**config.mk**
```make
export PLATFORM = sky130hd
export DESIGN_NAME = stack_pointer_unit
export DESIGN_NICKNAME = d
export VERILOG_FILES = /design/src/rtl/sp_pkg.sv /design/src/rtl/sp_frame_lifo.sv /design/src/rtl/stack_pointer_unit.sv
export SDC_FILE = /design/constraint.sdc
export NUM_CORES = 1
export LEC_CHECK = 0
export BUFFER_PORTS_ARGS = -buffer_cell sky130_fd_sc_hd__buf_2
export CORE_AREA = 2 2 86 105
export DETAILED_ROUTE_END_ITERATION = 12
export DIE_AREA = 0 0 88 107
export PLACE_DENSITY = 0.82
export SLEW_MARGIN = 15
export SYNTH_ARGS = -nofsm -noshare
export SYNTH_HDL_FRONTEND = slang
export SYNTH_SLANG_ARGS = --single-unit
```
**constraint.sdc**
```tcl
create_clock -name clk -period 3 [get_ports clk]
set_input_delay 0.9 -clock clk [delete_from_list [all_inputs] [get_ports clk]]
set_output_delay 0.9 -clock clk [all_outputs]
set_load 0.1 [all_outputs]
```
**src/rtl/sp_pkg.sv**
```systemverilog
// Shared defaults and command encoding for the stack-pointer unit.
package sp_pkg;
  localparam int unsigned SP_STEP_DEF  = 2;
  localparam logic [15:0] SP_BASE_DEF  = 16'hFFFE;
  localparam logic [15:0] SP_LIMIT_DEF = 16'hFF00;

  typedef enum logic [2:0] {
    HOLD    = 3'd0,
    LOAD    = 3'd1,
    RESTORE = 3'd2,
    PUSH    = 3'd3,
    POP     = 3'd4
  } sp_cmd_t;

  // Priority: load > restore > single push/pop > hold (push with pop cancels).
  function automatic sp_cmd_t sp_decode(input logic load, input logic restore,
                                        input logic push, input logic pop);
    if (load) begin
      return LOAD;
    end else if (restore) begin
      return RESTORE;
    end else if (push && !pop) begin
      return PUSH;
    end else if (pop && !push) begin
      return POP;
    end else begin
      return HOLD;
    end
  endfunction
endpackage

```
**src/rtl/sp_frame_lifo.sv**
```systemverilog
// FRAMES x WIDTH register LIFO holding saved stack-pointer frames.
module sp_frame_lifo #(
  parameter int WIDTH  = 16,
  parameter int FRAMES = 4,
  localparam int CW    = $clog2(FRAMES + 1)
) (
  input  logic             clk,
  input  logic             reset,
  input  logic             push,
  input  logic             pop,
  input  logic [WIDTH-1:0] din,
  output logic [WIDTH-1:0] dout,
  output logic             full,
  output logic             empty,
  output logic [CW-1:0]    count
);
  logic [CW-1:0]    r_count;
  logic [WIDTH-1:0] r_mem [FRAMES];
  logic             w_do_push;
  logic             w_do_pop;

  assign full      = (r_count == CW'(FRAMES));
  assign empty     = (r_count == {CW{1'b0}});
  assign count     = r_count;
  assign w_do_push = push & ~full;
  assign w_do_pop  = pop & ~empty & ~push;

  // Occupancy counter.
  always_ff @(posedge clk or negedge reset) begin
    if (!reset) begin
      r_count <= {CW{1'b0}};
    end else if (w_do_push) begin
      r_count <= r_count + CW'(1);
    end else if (w_do_pop) begin
      r_count <= r_count - CW'(1);
    end else begin
      r_count <= r_count;
    end
  end

  // Frame storage; contents are don't-care after reset.
  always_ff @(posedge clk) begin
    for (int i = 0; i < FRAMES; i++) begin
      if (w_do_push && (r_count == CW'(i))) begin
        r_mem[i] <= din;
      end
    end
  end

  // Top-of-stack read.
  always_comb begin
    dout = {WIDTH{1'b0}};
    for (int i = 0; i < FRAMES; i++) begin
      if (r_count == CW'(i + 1)) begin
        dout = r_mem[i];
      end else begin
        dout = dout;
      end
    end
  end
endmodule

```
**src/rtl/stack_pointer_unit.sv**
```systemverilog
// Stack-pointer unit: SP register, push/pop/load/restore, saved-frame LIFO, sticky faults.
// Optional bounds checking is enabled with macro SP_BOUNDS_CHECK_EN.
module stack_pointer_unit
  import sp_pkg::*;
#(
  parameter int               WIDTH    = 16,
  parameter int unsigned      STEP     = SP_STEP_DEF,
  parameter logic [WIDTH-1:0] SP_BASE  = WIDTH'(SP_BASE_DEF),
  parameter logic [WIDTH-1:0] SP_LIMIT = WIDTH'(SP_LIMIT_DEF),
  parameter int               FRAMES   = 4,
  localparam int              CW       = $clog2(FRAMES + 1)
) (
  input  logic             clk,
  input  logic             reset,
  input  logic             sp_write,
  input  logic [WIDTH-1:0] alu_out,
  input  logic             push,
  input  logic             pop,
  input  logic             save,
  input  logic             restore,
  input  logic             fault_clr,
  output logic [WIDTH-1:0] sp_out,
  output logic [CW-1:0]    frame_cnt,
  output logic             overflow,
  output logic             underflow,
  output logic             frame_err
);
  if ((STEP == 0) || ((STEP & (STEP - 1)) != 0)) begin : g_bad_step
    $error("STEP must be a power of two");
  end
  if ((SP_LIMIT > SP_BASE) || (FRAMES < 1)) begin : g_bad_cfg
    $error("SP_LIMIT must not exceed SP_BASE and FRAMES must be at least 1");
  end

  logic [WIDTH-1:0] r_sp;
  logic [WIDTH-1:0] w_sp_nxt;
  logic [WIDTH-1:0] w_top;
  logic             w_full, w_empty;
  logic             w_rs_eff, w_conflict, w_lifo_push, w_lifo_pop, w_fe_set;
  logic             r_fe;
  sp_cmd_t          w_cmd;

  // A load swallows a concurrent restore completely; save+restore cancels both on the LIFO.
  assign w_rs_eff    = restore & ~sp_write;
  assign w_conflict  = save & w_rs_eff;
  assign w_lifo_push = save & ~w_conflict & ~w_full;
  assign w_lifo_pop  = w_rs_eff & ~save & ~w_empty;
  assign w_fe_set    = w_conflict | (save & w_full) | (w_rs_eff & ~save & w_empty);
  assign w_cmd       = sp_decode(sp_write, w_rs_eff & ~save, push, pop);

  sp_frame_lifo #(.WIDTH(WIDTH), .FRAMES(FRAMES)) u_lifo (
    .clk   (clk),
    .reset (reset),
    .push  (w_lifo_push),
    .pop   (w_lifo_pop),
    .din   (r_sp),
    .dout  (w_top),
    .full  (w_full),
    .empty (w_empty),
    .count (frame_cnt)
  );

`ifdef SP_BOUNDS_CHECK_EN
  logic [WIDTH:0] w_dec, w_inc;
  logic           w_ov_set, w_un_set, r_ov, r_un;

  assign w_dec = {1'b0, r_sp} - (WIDTH+1)'(STEP);
  assign w_inc = {1'b0, r_sp} + (WIDTH+1)'(STEP);

  // Next SP with bounds checks; an out-of-range push/pop holds SP.
  always_comb begin
    w_sp_nxt = r_sp;
    w_ov_set = 1'b0;
    w_un_set = 1'b0;
    case (w_cmd)
      LOAD: begin
        w_sp_nxt = alu_out;
        w_ov_set = (alu_out < SP_LIMIT);
        w_un_set = (alu_out > SP_BASE);
      end
      RESTORE: w_sp_nxt = w_empty ? r_sp : w_top;
      PUSH: begin
        if (w_dec[WIDTH] || (w_dec[WIDTH-1:0] < SP_LIMIT)) begin
          w_ov_set = 1'b1;
        end else begin
          w_sp_nxt = w_dec[WIDTH-1:0];
        end
      end
      POP: begin
        if (w_inc > {1'b0, SP_BASE}) begin
          w_un_set = 1'b1;
        end else begin
          w_sp_nxt = w_inc[WIDTH-1:0];
        end
      end
      default: w_sp_nxt = r_sp;
    endcase
  end

  // Sticky bounds faults; a new fault beats a simultaneous clear.
  always_ff @(posedge clk or negedge reset) begin
    if (!reset) begin
      r_ov <= 1'b0;
      r_un <= 1'b0;
    end else begin
      r_ov <= w_ov_set | (r_ov & ~fault_clr);
      r_un <= w_un_set | (r_un & ~fault_clr);
    end
  end

  assign overflow  = r_ov;
  assign underflow = r_un;
`else
  // Next SP with modulo-2^WIDTH wrap.
  always_comb begin
    w_sp_nxt = r_sp;
    case (w_cmd)
      LOAD:    w_sp_nxt = alu_out;
      RESTORE: w_sp_nxt = w_empty ? r_sp : w_top;
      PUSH:    w_sp_nxt = r_sp - WIDTH'(STEP);
      POP:     w_sp_nxt = r_sp + WIDTH'(STEP);
      default: w_sp_nxt = r_sp;
    endcase
  end

  assign overflow  = 1'b0;
  assign underflow = 1'b0;
`endif

  // SP and sticky frame-error registers.
  always_ff @(posedge clk or negedge reset) begin
    if (!reset) begin
      r_sp <= SP_BASE;
      r_fe <= 1'b0;
    end else begin
      r_sp <= w_sp_nxt;
      r_fe <= w_fe_set | (r_fe & ~fault_clr);
    end
  end

  assign sp_out    = r_sp;
  assign frame_err = r_fe;
endmodule

```
# Word-level counts from Yosys, hierarchy flattened
# Memories as Yosys holds them, arrays and structs flattened.
# Cells that the tools add are included.
dict set report totals {
  memories 1
  output_inout_bits 22
  mem_bits_rw 64
  ff_bits 20
  elab_cells 83
  input_bits 24
}
dict set report op_classes {
  n_reduce_logical 15
  bitwise 22
  add_sub_neg 4
  eq_ne 9
  n_mux 29
}
# memory depth width read_ports rd_clocked_by_memory_dff write_ports line_no
set mem_list {}
lappend mem_list {u_lifo.r_mem 4 16 4 0 1 sp_frame_lifo.sv:18} ;# logic [WIDTH-1:0] r_mem [FRAMES];
# op n
set ops {}
lappend ops {{$mux 16} 8}
lappend ops {{$pmux 16 s4} 1}
lappend ops {{$reduce_or 16->1} 3}
lappend ops {{$mux 3} 6}
lappend ops {{$add 16x2->16 const B} 1}
lappend ops {{$sub 16x2->16 const B} 1}
lappend ops {{$and 1x1->1} 12}
lappend ops {{$eq 3x2->1 const B} 4}
lappend ops {{$mux 1} 11}
lappend ops {{$not 1->1} 7}
lappend ops {{$eq 3x1->1 const B} 2}
lappend ops {{$eq 3x3->1 const B} 2}
lappend ops {{$logic_and 1x1->1} 6}
lappend ops {{$mux 2} 3}
lappend ops {{$reduce_bool 4->1} 1}
lappend ops {{$add 3x1->3 const B} 1}
lappend ops {{$logic_not 3->1} 1}
lappend ops {{$or 1x1->1} 3}
lappend ops {{$sub 3x1->3 const B} 1}
lappend ops {{$logic_not 1->1} 2}
lappend ops {{$ne 2x2->1 const B} 1}
lappend ops {{$reduce_and 2->1} 1}
lappend ops {{$reduce_bool 2->1} 1}

# Depth between registers and ports, before layout
dict set report logic_depth {
  ltp_word 14
  ltp_mapped 11
  ltp_nobuf 10
}

# Hierarchy
# A second synthesis with hierarchy kept.
dict set report hier_totals {
  hier_cells 403
  hier_area_um2 4573.1
}
# module cells_each seq_area_each_um2 area_per_inst_um2 n_inst
set modules_own_cells {}
lappend modules_own_cells {sp_frame_lifo 176 1996.9 2783.9 1}
lappend modules_own_cells {stack_pointer_unit 227 444.2 1789.2 1}

# Least setup slack after synthesis
# OpenSTA, ideal clock, no wires.
dict set report synth_path {
  path_kind {input -> register}
  start {input sp_write}
  end {register r_sp[15], in the netlist sp_out[15]}
  stages 11
  t_required_ns 2.922
  setup_time_ns 0.078
  arrival_ns 3.337
  path_slack_ns -0.415
  cell_sequence {buf_2 -> nor2b_1 -> nand2b_1 -> nand3_1 -> ha_1 -> nand3_1 -> a21oi_1 -> o2111ai_1 -> and3_1 -> or3_1 -> and3_1}
}
dict set report synth_between {
  elab_chain_len 8
}
# item line_no
set synth_lines {}
lappend synth_lines {{start: declaration} stack_pointer_unit.sv:15} ;# input logic sp_write,
lappend synth_lines {{$not 1->1} stack_pointer_unit.sv:44} ;# assign w_rs_eff = restore & ~sp_write;
lappend synth_lines {{$and 1x1->1} stack_pointer_unit.sv:44}
lappend synth_lines {{$and 1x1->1} stack_pointer_unit.sv:49} ;# assign w_cmd = sp_decode(sp_write, w_rs_eff & ~save, push, pop);
lappend synth_lines {{$mux 3} sp_pkg.sv:20} ;# end else if (restore) begin
lappend synth_lines {{$mux 3 (*)} sp_pkg.sv:18} ;# if (load) begin
lappend synth_lines {{$eq 3x2->1 (tied with other cells)} stack_pointer_unit.sv:117} ;# case (w_cmd)
lappend synth_lines {{$ne 2x2->1 (no source line) / $reduce_bool 4->1 (equally long branches)} -}
lappend synth_lines {{$reduce_and 2->1 (no source line)} -}
lappend synth_lines {{end signal: assignment} stack_pointer_unit.sv:136} ;# r_sp <= w_sp_nxt;
lappend synth_lines {{end: declaration} stack_pointer_unit.sv:35} ;# logic [WIDTH-1:0] r_sp;
# Mark *: on every way between the ends. The rest lies on a longest branch, timed or not.
# A chain may end at the register's enable or synchronous reset.

# Final worst setup path
dict set report layout_path {
  start {input restore}
  end {register r_sp[15], in the netlist sp_out[15]}
}
dict set report layout_between {
  elab_chain_len 7
}
# item line_no
set layout_lines {}
lappend layout_lines {{start: declaration} stack_pointer_unit.sv:20} ;# input logic restore,
lappend layout_lines {{$and 1x1->1 (*)} stack_pointer_unit.sv:44}
lappend layout_lines {{$and 1x1->1 (*)} stack_pointer_unit.sv:49}
lappend layout_lines {{$mux 3 (*)} sp_pkg.sv:20}
lappend layout_lines {{$mux 3 (*)} sp_pkg.sv:18}
lappend layout_lines {{$eq 3x2->1 (tied with other cells)} stack_pointer_unit.sv:117}
lappend layout_lines {{$ne 2x2->1 (no source line) / $reduce_bool 4->1 (equally long branches)} -}
lappend layout_lines {{$reduce_and 2->1 (no source line)} -}
# Marks and branches as above.

==> metrics.txt <==
status=completed; Synth area leader=edfxtp_1; CP Launch Type=input port; register share of total power=33.2%; largest net degree at the start of global routing=24; switching share of power=44.9%; ANT cells=0; Area Overhead vs Synth=21.1%; CTS tree=done; first-pass GRT wire length=19100 um; Worst-Skew Late Latency=0.37 ns; sw power=2.32 mW; internal cell power=2.85 mW; Final Hold Viols=0; ranking of synthesized cells by area=edfxtp_1 (43%), dfstp_2 (8.7%), ha_1 (6.1%); DPL Wire Length=8290 um; Via Count=3829; Max Fclk=345 MHz; ys flop type=edfxtp_1; Cell variety after synth=51; slowest CP cell=fa_1; Worst Path Required=3.30 ns; vias in the first global route=3779; DR vias/cell=6.23; worst-margin pin slew=0.823 ns; Initial Utilization=53.8%; clk sink count=84; worst min path class=in2async; cell count after synthesis=407; warnings from Yosys=0; design area=5460 um2; Routed WL=12300 um; gr usage total=27.1%; CTS H-tree depth=3; # nets final=540; Slew Viols, Final=0; Core Util, Final=65.1%; Tcrit/Tclk final=96.6%; grt total ovfl=0; RSZ-0062 raised after global routing=false; CP top delay family=simple AND/OR/NAND/NOR gates; Power Density=947 nW/um2; maxcap violations=0; commonest cells after routing, fill and taps aside=edfxtp_1 (64), buf_4 (53), buf_2 (43), nand2_1 (33), a21oi_1 (28); setup violators final=0; gpl congestion=0.873; CTS Hold Bufs=0; Die Y=107 um; row count=37; initial antenna violation count=0; Largest stage delay, worst path=0.40 ns; Comb pwr share=49.9%; fraction of layout cells with a size suffix above 1=28.7%; Async SR Flop Fraction=23.8%; # IOs=46; worst hold slack=0.512 ns; clk root buf=clkbuf_8; post-route ant nets=0; Port-buffer cells=43; setup ws final=0.103 ns; Crit Path Class=in2reg; final-layout fill cell count=612; DR pass1 iterations=5; CP Cell Sequence=buf_2 > nor2b_1 > nand2b_2 > nand3_4 > buf_4 > fa_1 > nand3_1 > a21oi_2 > o2111ai_2 > a21oi_1 > or3_1 > and3_1; DIE WIDTH=88 um; Mean Syn Cell Area=11.1 um2; most common cell after layout, fill and taps aside=edfxtp_1; DR iter-0 viols=477; worst path arrival time=3.19 ns; Area after DPL=5180 um2; Final Skew=0.00871 ns; clock share of power=16.9%; Worst VDD drop=0.572 mV; cts bufs inserted=9; number of synthesized flops with an enable pin=64; die area=9420 um2; CP max FO=8; Seq cells post-synth=84; Leak=2.07 nW; clock buffer depth=2; final routed DRC violation total=0; Worst slew margin=45.1%; dpl ws=-0.324 ns; Worst Setup End Kind=flop; Post-Syn Area=4510 um2; sequential fraction of the synthesis area=54.2%; Buf/Inv on CP=2; Avg WL per Cell=20.0 um; Reg clk slew, reported paths=0.08 ns; min cycle time layout=2.90 ns; Synth top area share=42.7%; core area=8380 um2
==> registers in the layout, indices dropped and copies added (netlist names) <==
signal        cells
sp_out           16
u_lifo.r_mem     64
frame_err         1
u_lifo.count      3
==> per-stage QoR <==
stage	std cells	total power, mW	setup TNS [ns]
2_1_floorplan	408	3.53	-0.0724
3_3_place_gp	597	4.17	-0.745
3_5_place_dp	597	4.24	-1.37
4_1_cts	613	5.11	0
5_1_grt	615	5.43	0
6_report	615	5.17	0
==> worst paths after layout <==
kind / from / to / slack [ns] / depth (start not counted)
min reg2reg: u_lifo.count[0]$_DFFE_PN0P_ / u_lifo.count[0]$_DFFE_PN0P_ / 0.53 / 1
min in group clk: u_lifo.count[0]$_DFFE_PN0P_ / u_lifo.count[0]$_DFFE_PN0P_ / 0.53 / 1
max in group asynchronous: reset / u_lifo.count[0]$_DFFE_PN0P_ / 2.10 / 1
min: reset / u_lifo.count[1]$_DFFE_PN0P_ / 0.51 / 1
max reg2reg: u_lifo.count[1]$_DFFE_PN0P_ / sp_out[8]$_DFFE_PN1P_ / 0.24 / 8
max: restore / sp_out[15]$_DFFE_PN1P_ / 0.10 / 12
==> cell type report <==
type	instances	area, um2	area share, %
repair buffers	96	613	11.2
inverters	10	37.5	0.688
well taps	117	146	2.68
clock buffers	9	124	2.27
flip-flops and latches	84	2440	44.8
multi-input cells	292	2000	36.7
clock inverters	7	88.8	1.63
==> cells by family (layout without fill, tap and decap cells) <==
group           count (synthesis)  after routing  synth area share, %
flops                          84             84                 54.2
fa+ha+maj                      23             23                 6.55
compound gates                136            136                 20.6
other cells                     1              2               0.0832
buf+inv                        33            122                 3.33
simple gates                  117            118                 12.7
xor+xnor                       12             12                 2.33
mux                             1              1                0.250
==> Yosys cell counts, types with 3 or more instances <==
cell,count
edfxtp_1,64
nand2_1,33
a21oi_1,31
nor2_1,28
o21ai_0,25
ha_1,22
dfstp_2,15
a221oi_1,14
nor3_1,13
nor2b_1,12
clkbuf_1,11
inv_1,10
a22oi_1,9
buf_2,9
xnor2_1,9
nand3_1,8
a21o_1,6
nand3b_1,6
o22ai_1,6
a211oi_1,5
a221o_1,5
dfrtp_1,5
o21a_1,5
a222oi_1,4
a22o_1,4
nand2b_1,4
a31oi_1,3
and3_1,3
nor3b_1,3
o211ai_1,3
o21bai_1,3
o31ai_1,3
or3_1,3
xor2_1,3
==> repair_timing <==
item | in CTS | in global routing
endpoints found under the hold margin | 0 | 0
setup endpoints to repair | 0 | 8
gates resized for setup | 0 | 11
buffers inserted | 0 | 1
==> layer usage <==
metal	vias to the layer above	global-route usage, %	share of wire [%]
met5	-	0	0
met4	0	14.6	3.8
met3	37	5.54	7.2
met2	202	42.3	48
met1	1857	35.1	41
li1	1733	-	-
==> power by group through the flow <==
stage,logic (mW),clock network (mW),registers (mW)
6_report,2.58,0.872,1.72
5_1_grt,2.76,0.927,1.74
2_1_floorplan,1.21,0,2.32
3_5_place_dp,2.51,0,1.73
4_1_cts,2.52,0.877,1.71
3_3_place_gp,2.45,0,1.72
Note: power is estimated with default switching activity, not from simulation.
